<file path="src/rtl/mux16_rr_sched.sv">
// Round-robin scheduler driving the select of a 16:1 mux, with one idle cycle between owners.
// Optional per-owner hold limit: define MUX16_SCHED_TIMEOUT_EN to release an owner after HOLD_MAX grant cycles.
module mux16_rr_sched #(
  parameter int HOLD_MAX = 8
) (
  input  logic        clk,
  input  logic        rst_n,
  input  logic [15:0] req,
  input  logic        done,
  output logic [3:0]  sel,
  output logic [15:0] gnt,
  output logic        busy,
  output logic        dbg_state_o,
  output logic [3:0]  dbg_ptr_o,
  output logic [7:0]  dbg_hcnt_o
);

  // Handshake: source n raises req[n] and keeps it high while it wants the mux;
  // it owns the mux while gnt[n]=1 (busy=1, sel=n) and gives it back by pulsing
  // done or dropping req[n]. The grant lands one edge after the request is seen.

  if (HOLD_MAX < 1 || HOLD_MAX > 255) begin : g_bad_hold
    $error("HOLD_MAX must be in 1..255");
  end

  typedef enum logic {
    ST_IDLE  = 1'b0,
    ST_GRANT = 1'b1
  } state_t;

  state_t      state_q;
  logic [3:0]  ptr_q;
  logic [7:0]  hcnt_q;
  logic [7:0]  hcnt_d;
  logic [3:0]  sel_q;
  logic [15:0] gnt_q;
  logic        busy_q;

  logic        pick_vld;
  logic [3:0]  pick_idx;
  logic        timeout;
  logic        release_now;

  // Scan from the farthest offset down so the nearest request to ptr wins.
  always_comb begin
    pick_vld = 1'b0;
    pick_idx = ptr_q;
    for (int i = 15; i >= 0; i--) begin
      if (req[ptr_q + 4'(i)]) begin
        pick_vld = 1'b1;
        pick_idx = ptr_q + 4'(i);
      end
    end
  end

`ifdef MUX16_SCHED_TIMEOUT_EN
  localparam logic [7:0] HOLD_LAST = 8'(HOLD_MAX - 1);
  // hcnt counts up by one from zero, so equality is reached exactly on the last allowed cycle.
  assign timeout = (hcnt_q == HOLD_LAST);
`else
  assign timeout = 1'b0;
`endif

  assign release_now = done || !req[sel_q] || timeout;
  assign hcnt_d      = (hcnt_q == 8'hFF) ? hcnt_q : hcnt_q + 8'd1;

  always_ff @(posedge clk) begin
    if (!rst_n) begin
      state_q <= ST_IDLE;
      ptr_q   <= 4'd0;
      hcnt_q  <= 8'd0;
      sel_q   <= 4'd0;
      gnt_q   <= 16'd0;
      busy_q  <= 1'b0;
    end else begin
      case (state_q)
        ST_IDLE: begin
          if (pick_vld) begin
            state_q <= ST_GRANT;
            sel_q   <= pick_idx;
            gnt_q   <= 16'd1 << pick_idx;
            busy_q  <= 1'b1;
            hcnt_q  <= 8'd0;
          end
        end
        ST_GRANT: begin
          if (release_now) begin
            state_q <= ST_IDLE;
            gnt_q   <= 16'd0;
            busy_q  <= 1'b0;
            ptr_q   <= sel_q + 4'd1;
          end else begin
            hcnt_q  <= hcnt_d;
          end
        end
        default: begin
          state_q <= ST_IDLE;
          gnt_q   <= 16'd0;
          busy_q  <= 1'b0;
        end
      endcase
    end
  end

  assign sel         = sel_q;
  assign gnt         = gnt_q;
  assign busy        = busy_q;
  assign dbg_state_o = state_q;
  assign dbg_ptr_o   = ptr_q;
  assign dbg_hcnt_o  = hcnt_q;

endmodule

</file>
<file path="config.mk">
export PLATFORM = sky130hd
export DESIGN_NAME = mux16_rr_sched
export DESIGN_NICKNAME = d
export VERILOG_FILES = /design/src/rtl/mux16_rr_sched.sv
export SDC_FILE = /design/constraint.sdc
export NUM_CORES = 1
export LEC_CHECK = 0
export ABC_CLOCK_PERIOD_IN_PS = 5800
export CORE_MARGIN = 2
export CORE_UTILIZATION = 57
export DETAILED_ROUTE_END_ITERATION = 8
export PLACE_DENSITY = 0.94
export SLEW_MARGIN = 40
export SYNTH_ARGS = -nofsm -noshare
export SYNTH_HDL_FRONTEND = slang
export SYNTH_SLANG_ARGS = --single-unit
</file>
<file path="constraint.sdc">
create_clock -name clk -period 5.8 [get_ports clk]
set_clock_uncertainty 0.2 [all_clocks]
set_input_delay 0.58 -clock clk [delete_from_list [all_inputs] [get_ports clk]]
set_output_delay 0.58 -clock clk [all_outputs]
set_load 0.1 [all_outputs]
</file>
Word level (Yosys, flattened, before mapping)
Index checks and enable logic that the tools add are counted.
{"block": "word_totals", "inputBits": 19, "word_cells": 132, "out_inout_bits": 34, "register_bits": 34}
{"block": "op_classes", "n_bitwise": 1, "n_eq_ne": 5, "shift": 1, "n_mux": 79, "add_sub_neg": 17, "n_lt_le_gt_ge": 17, "reduce_logical": 6}
{"cell": "$lt 4x5->1 const B", "count": 17}
{"cell": "$bmux 1 s4", "count": 17}
{"cell": "$mux 4", "count": 16}
{"cell": "$mux 1", "count": 37}
{"cell": "$add 4x4->4 const B", "count": 8}
{"cell": "$mux 16", "count": 2}
{"cell": "$pmux 16 s2", "count": 1}
{"cell": "$mux 8", "count": 3}
{"cell": "$add 4x3->4 const B", "count": 4}
{"cell": "$pmux 8 s2", "count": 1}
{"cell": "$shl 1x4->16 const A", "count": 1}
{"cell": "$add 4x1->4 const B", "count": 2}
{"cell": "$add 4x2->4 const B", "count": 2}
{"cell": "$add 8x1->8 const B", "count": 1}
{"cell": "$eq 8x8->1 const B", "count": 1}
{"cell": "$ne 2x2->1 const B", "count": 3}
{"cell": "$reduce_and 2->1", "count": 3}
{"cell": "$pmux 1 s2", "count": 2}
{"cell": "$reduce_and 3->1", "count": 1}
{"cell": "$ne 2x1->1 const B", "count": 1}
{"cell": "$logic_not 1->1", "count": 1}
{"cell": "$logic_or 1x1->1", "count": 1}
{"cell": "$not 1->1", "count": 1}

Longest topological paths before layout
{"block": "depth", "depth_word": 22, "depth_mapped": 19, "mapped_depth_nobuf": 11}

Worst setup path before layout
Ideal clock, no wire load.
{"block": "synth_timing", "kind": "register to register", "from": "register ptr_q[1], in the netlist dbg_ptr_o[1]", "to": "register gnt_q[13], in the netlist gnt[13]", "setup_ns": 0.101, "period_less_slack_ns": 5.596, "arrival_time_ns": 5.295, "path_stages_with_launch": 18, "required_time_ns": 5.499, "setup_slack_ns": 0.204, "n_path_buf": 7, "cell_sequence": "dfxtp_1 -> buf_2 -> buf_2 -> buf_2 -> inv_1 -> ha_1 -> buf_2 -> mux4_2 -> mux4_2 -> or3b_1 -> o41a_1 -> buf_6 -> nand2b_4 -> buf_6 -> nor2_8 -> buf_6 -> nand2_1 -> o41ai_1"}
{"block": "synth_between", "elab_chain_len": 22, "word_cells_on_any_way": 84, "classes_between": "15 x add/sub; 1 x eq/ne; 1 x shift; 66 x mux; 1 x reduce/logical"}
{"item": "start, declared", "line_no": "32", "text": "logic [3:0] ptr_q;"}
{"item": "start signal, assigned", "line_no": "91", "text": "ptr_q <= sel_q + 4'd1;"}
{"item": "$add 4x4->4", "line_no": "49, 51"}
{"item": "$bmux 1 s4", "line_no": "49", "text": "if (req[ptr_q + 4'(i)]) begin"}
{"item": "$mux 1 (not written as such)", "line_no": "49"}
{"item": "$mux 4 (16 in a row)", "line_no": "49"}
{"item": "$shl 1x4->16", "line_no": "81", "text": "gnt_q <= 16'd1 << pick_idx;"}
{"item": "$mux 16", "line_no": "78", "text": "if (pick_vld) begin"}
{"item": "$pmux 16 s2", "line_no": "76", "text": "case (state_q)"}
{"item": "end signal, assigned", "line_no": "81"}
{"item": "end, declared", "line_no": "36", "text": "logic [15:0] gnt_q;"}
Parallel ways exist; a longest one is shown, timed or not. The select of a mux whose other input is x is not followed.
A chain may end at the register's enable or synchronous reset.

Worst setup path in the final report
{"block": "layout_timing", "from": "register ptr_q[1], in the netlist dbg_ptr_o[1]", "to": "register gnt_q[2], in the netlist gnt[2]"}
The elaborated chain is that of the path after synthesis.

==> metrics list <==
* Status: finished clean
* Via count of the first global-routing pass: 3890
- From left edge to right edge, the die measures 90.0 um.
* Netlist area before placement: 0.00421 sq mm
* Overall via count from detail_route: 4120
- The worst-case IR drop observed on VDD is 0.380 mV.
* Pin slew with the least headroom to its limit: 0.834 ns
* Unrepaired setup endpoints after global routing: no
- At the later pin of the worst-skew pair, clock insertion delay measures 0.29 ns.
- Once the floorplan was initialized, standard cells occupied 58.4% of the core.
- Post-synth EDFFs: 0
- In this run the clock root is driven by a sky130_fd_sc_hd__clkbuf_8.
* Yosys warning total: 0
- The die covers 0.00810 sq mm.
* Number of nets in the synthesized netlist: 478
- Worst Reg2Reg Path Length in Cells: 9
- The first global-routing pass estimated 19.8 mm of wire.
- After detailed routing, the number of remaining DRC violations is 0.
* Share of final-layout standard cells stronger than drive strength 1: 26.0%
* Signal arrival time at the worst endpoint: 4.51 ns
- Startpoint Class: flip-flop
- Maximum root-to-sink buffer count: 2
- Post-DRT Antenna Nets: 0
- TritonCTS built the clock tree.
- The worst setup path is captured at a flip-flop.
- Hold slack: 0.252 ns
* CTS sink cnt: 34
- Hold wc startpoint: gnt[0]
- Average size of a mapped cell: 9.36 sq um
- Buffers placed on the I/O ports in this run total 52.
- Synthesis instantiated 67 different standard cells from the library.
* Weighted congestion reported at the end of routability-driven placement: 1.07
* # diodes: 0
* Endpoint of the most critical register-to-register path: gnt[2]
- Leakage power figure: 0.00170 uW
- After clock tree synthesis, the repair step resized 0 gates.
- Rel. slew slack: 44.0%
- Clock-pin slew was measured on the worst setup and hold paths at 0.07 ns.
* Number of buffers inserted during clock tree synthesis: 5
- From bottom edge to top edge, the die measures 90.0 um.
- The final-report max-slew violation count came to 0.
* Post-Place Cells: 571
- Register area: 682 sq um
- Setup TNS after final layout: 0 ns
- Area of the core: 0.00721 sq mm
* Routed vias/inst: 7.12
- sky130_fd_sc_hd__mux4_2 takes more of the synthesized area than any other cell.
- Max Cap Violations: 0
- From synthesis to final layout, the design area changed by 11.3%.
- CP Class: flip-flop to flip-flop
* Antenna violations before repair: 0
* Terminating pin of the worst hold path: gnt[0]
- Wire per inst: 21.7 um
- Number of standard cells after synthesis: 450
- Power spread over the standard cell area amounts to 542 mW/mm^2.
- FF-to-FF setup slack: 1.27 ns
- For the worst setup path, the data required time is 5.78 ns.
* Drt pass-1 iters: 7
- After legalization and detailed placement, the total HPWL measured 9.11 mm.
- Total power for the finished layout comes to 2540 uW.
- Among all cell types in the netlist, the one instantiated most often is sky130_fd_sc_hd__mux4_2.
- Number of buffers inserted for hold repair after clock tree synthesis: 0
- Biggest fanout along the worst timing path: 15
- Synth area leaders: sky130_fd_sc_hd__mux4_2 (24%), sky130_fd_sc_hd__dfxtp_1 (16%), sky130_fd_sc_hd__mux2i_1 (7.1%), sky130_fd_sc_hd__mux2_2 (4.3%), sky130_fd_sc_hd__o41ai_1 (3.3%)
- Entering global routing, the biggest net connects 36 pins.
- Peak Freq: 221 MHz
- In this run the count of I/O pins placed on the die edge is 53.
- Post-CTS repair timing setup buffer count: 0
- Of the synthesized area, sequential elements account for 16.2%.
- In this run the critical register-to-register path is launched from dbg_ptr_o[1].
* Share of synthesized registers carrying an async set or reset: 0%
* Site Rows: 31
- Deepest level of the CTS H-tree: 2
- Min Tclk post-route: 4.53 ns
- Number of cells on the worst hold path: 2
* Share of the synthesized area in the top cell type: 24.0%
- Drt initial violations: 586
- Setup violations remaining at the end of the flow were counted as 0.
* Routed Wire Length: 12.6 mm
* Commonest cells post-synth: sky130_fd_sc_hd__mux4_2 (45), sky130_fd_sc_hd__nand2_1 (35), sky130_fd_sc_hd__dfxtp_1 (34), sky130_fd_sc_hd__nor2_1 (34), sky130_fd_sc_hd__mux2i_1 (30)
- The worst hold path belongs to the class flip-flop to flip-flop.
- Primary flip-flop cell chosen by synthesis mapping: sky130_fd_sc_hd__dfxtp_1
- Area used by multi-input combinational logic: 0.00328 sq mm
* Final net count: 507
- The filler cells instantiated in the layout total 576.
- In this run, synthesis produced a sequential element count of 34.
* Final cell count without fillers: 579
* Total routing usage reported by global routing: 30.0%
- Dividing the final minimum period by the clock period gives 78.1%.
* Final count of hold timing violations: 0
- GRT overflow: 0
- Layout Utilization: 65.0%
[worst max-delay path, stage by stage (launching register included)]
cell and delay, ns:
sky130_fd_sc_hd__dfxtp_1 0.33, sky130_fd_sc_hd__inv_1 0.12, sky130_fd_sc_hd__ha_1 0.72, sky130_fd_sc_hd__mux4_2 0.67, sky130_fd_sc_hd__mux2i_1 0.30, sky130_fd_sc_hd__mux2i_1 0.28, sky130_fd_sc_hd__or3_1 0.49, sky130_fd_sc_hd__nor4_1 0.65
sky130_fd_sc_hd__o41ai_4 0.24, sky130_fd_sc_hd__o41ai_1 0.41
[layer usage]
layer  track usage [%]  wire length (um)  part of all wire [%]
met2              47.8              5820                    46
met4              12.6               562                   4.5
met5                 0                 0                     0
met1              39.9              4840                    39
met3              6.20              1340                    11
[cell usage in the layout (no fill, tap or decap), types with 16 or more instances in the layout]
master                            instances
sky130_fd_sc_hd__clkdlybuf4s50_1         18
sky130_fd_sc_hd__inv_1                   16
sky130_fd_sc_hd__mux4_2                  45
sky130_fd_sc_hd__mux2_2                  16
sky130_fd_sc_hd__a21oi_1                 27
sky130_fd_sc_hd__nand2_1                 35
sky130_fd_sc_hd__o41ai_1                 16
sky130_fd_sc_hd__nor2_1                  34
sky130_fd_sc_hd__o21ai_0                 16
sky130_fd_sc_hd__buf_2                   34
sky130_fd_sc_hd__dfxtp_1                 33
sky130_fd_sc_hd__mux2i_1                 30
[registers in the layout, indices dropped and copies added, names as in the netlist]
| name | cells |
|---|---|
| dbg_state_o | 1 |
| dbg_hcnt_o | 8 |
| gnt | 16 |
| dbg_ptr_o | 4 |
| sel | 4 |
| busy | 1 |
[cell type report]
type                    count  area share [%]
clock inverters             3            1.47
clock buffers               5            1.47
repair buffers             57            8.27
well taps                  99            2.64
inverters                  20            1.60
multi-input cells         361            70.0
flip-flops and latches     34            14.5
[how the worst max path moves through the flow]
stage | startpoint | to | slack [ns] | cells after the start
2_1_floorplan | dbg_ptr_o[1] | gnt[13] | 0.20 | 17
3_3_place_gp | req[4] | dbg_hcnt_o[6] | 1.40 | 10
3_5_place_dp | req[4] | gnt[7] | 1.32 | 10
4_1_cts | dbg_ptr_o[1] | gnt[7] | 1.38 | 11
5_1_grt | dbg_ptr_o[1] | gnt[7] | 1.06 | 11
6_report | dbg_ptr_o[1] | gnt[2] | 1.27 | 9
[cell families after synthesis]
group | Yosys count | share of synthesized area (%)
AOI/OAI and AO/OA | 116 | 19.7
and+or+nand+nor | 123 | 14.5
adders and majority gates | 9 | 2.67
xor gates and xnor gates | 20 | 4.34
muxes | 93 | 36.3
DFF | 34 | 16.2
buffers and inverters | 55 | 6.35
[stage by stage]
step	instance area (sq um)	worst slack [ns]
6_report	4690	1.27
4_1_cts	4670	1.38
3_3_place_gp	4700	1.40
2_1_floorplan	4210	0.204
5_1_grt	4690	1.06
3_5_place_dp	4530	1.32
[report_power, final]
group / internal [uW] / switching, uW
sequential: 274 / 51.2
combinational: 680 / 1270
clock: 172 / 94.2
total: 1130 / 1420
(Power assumes the default switching activity.)
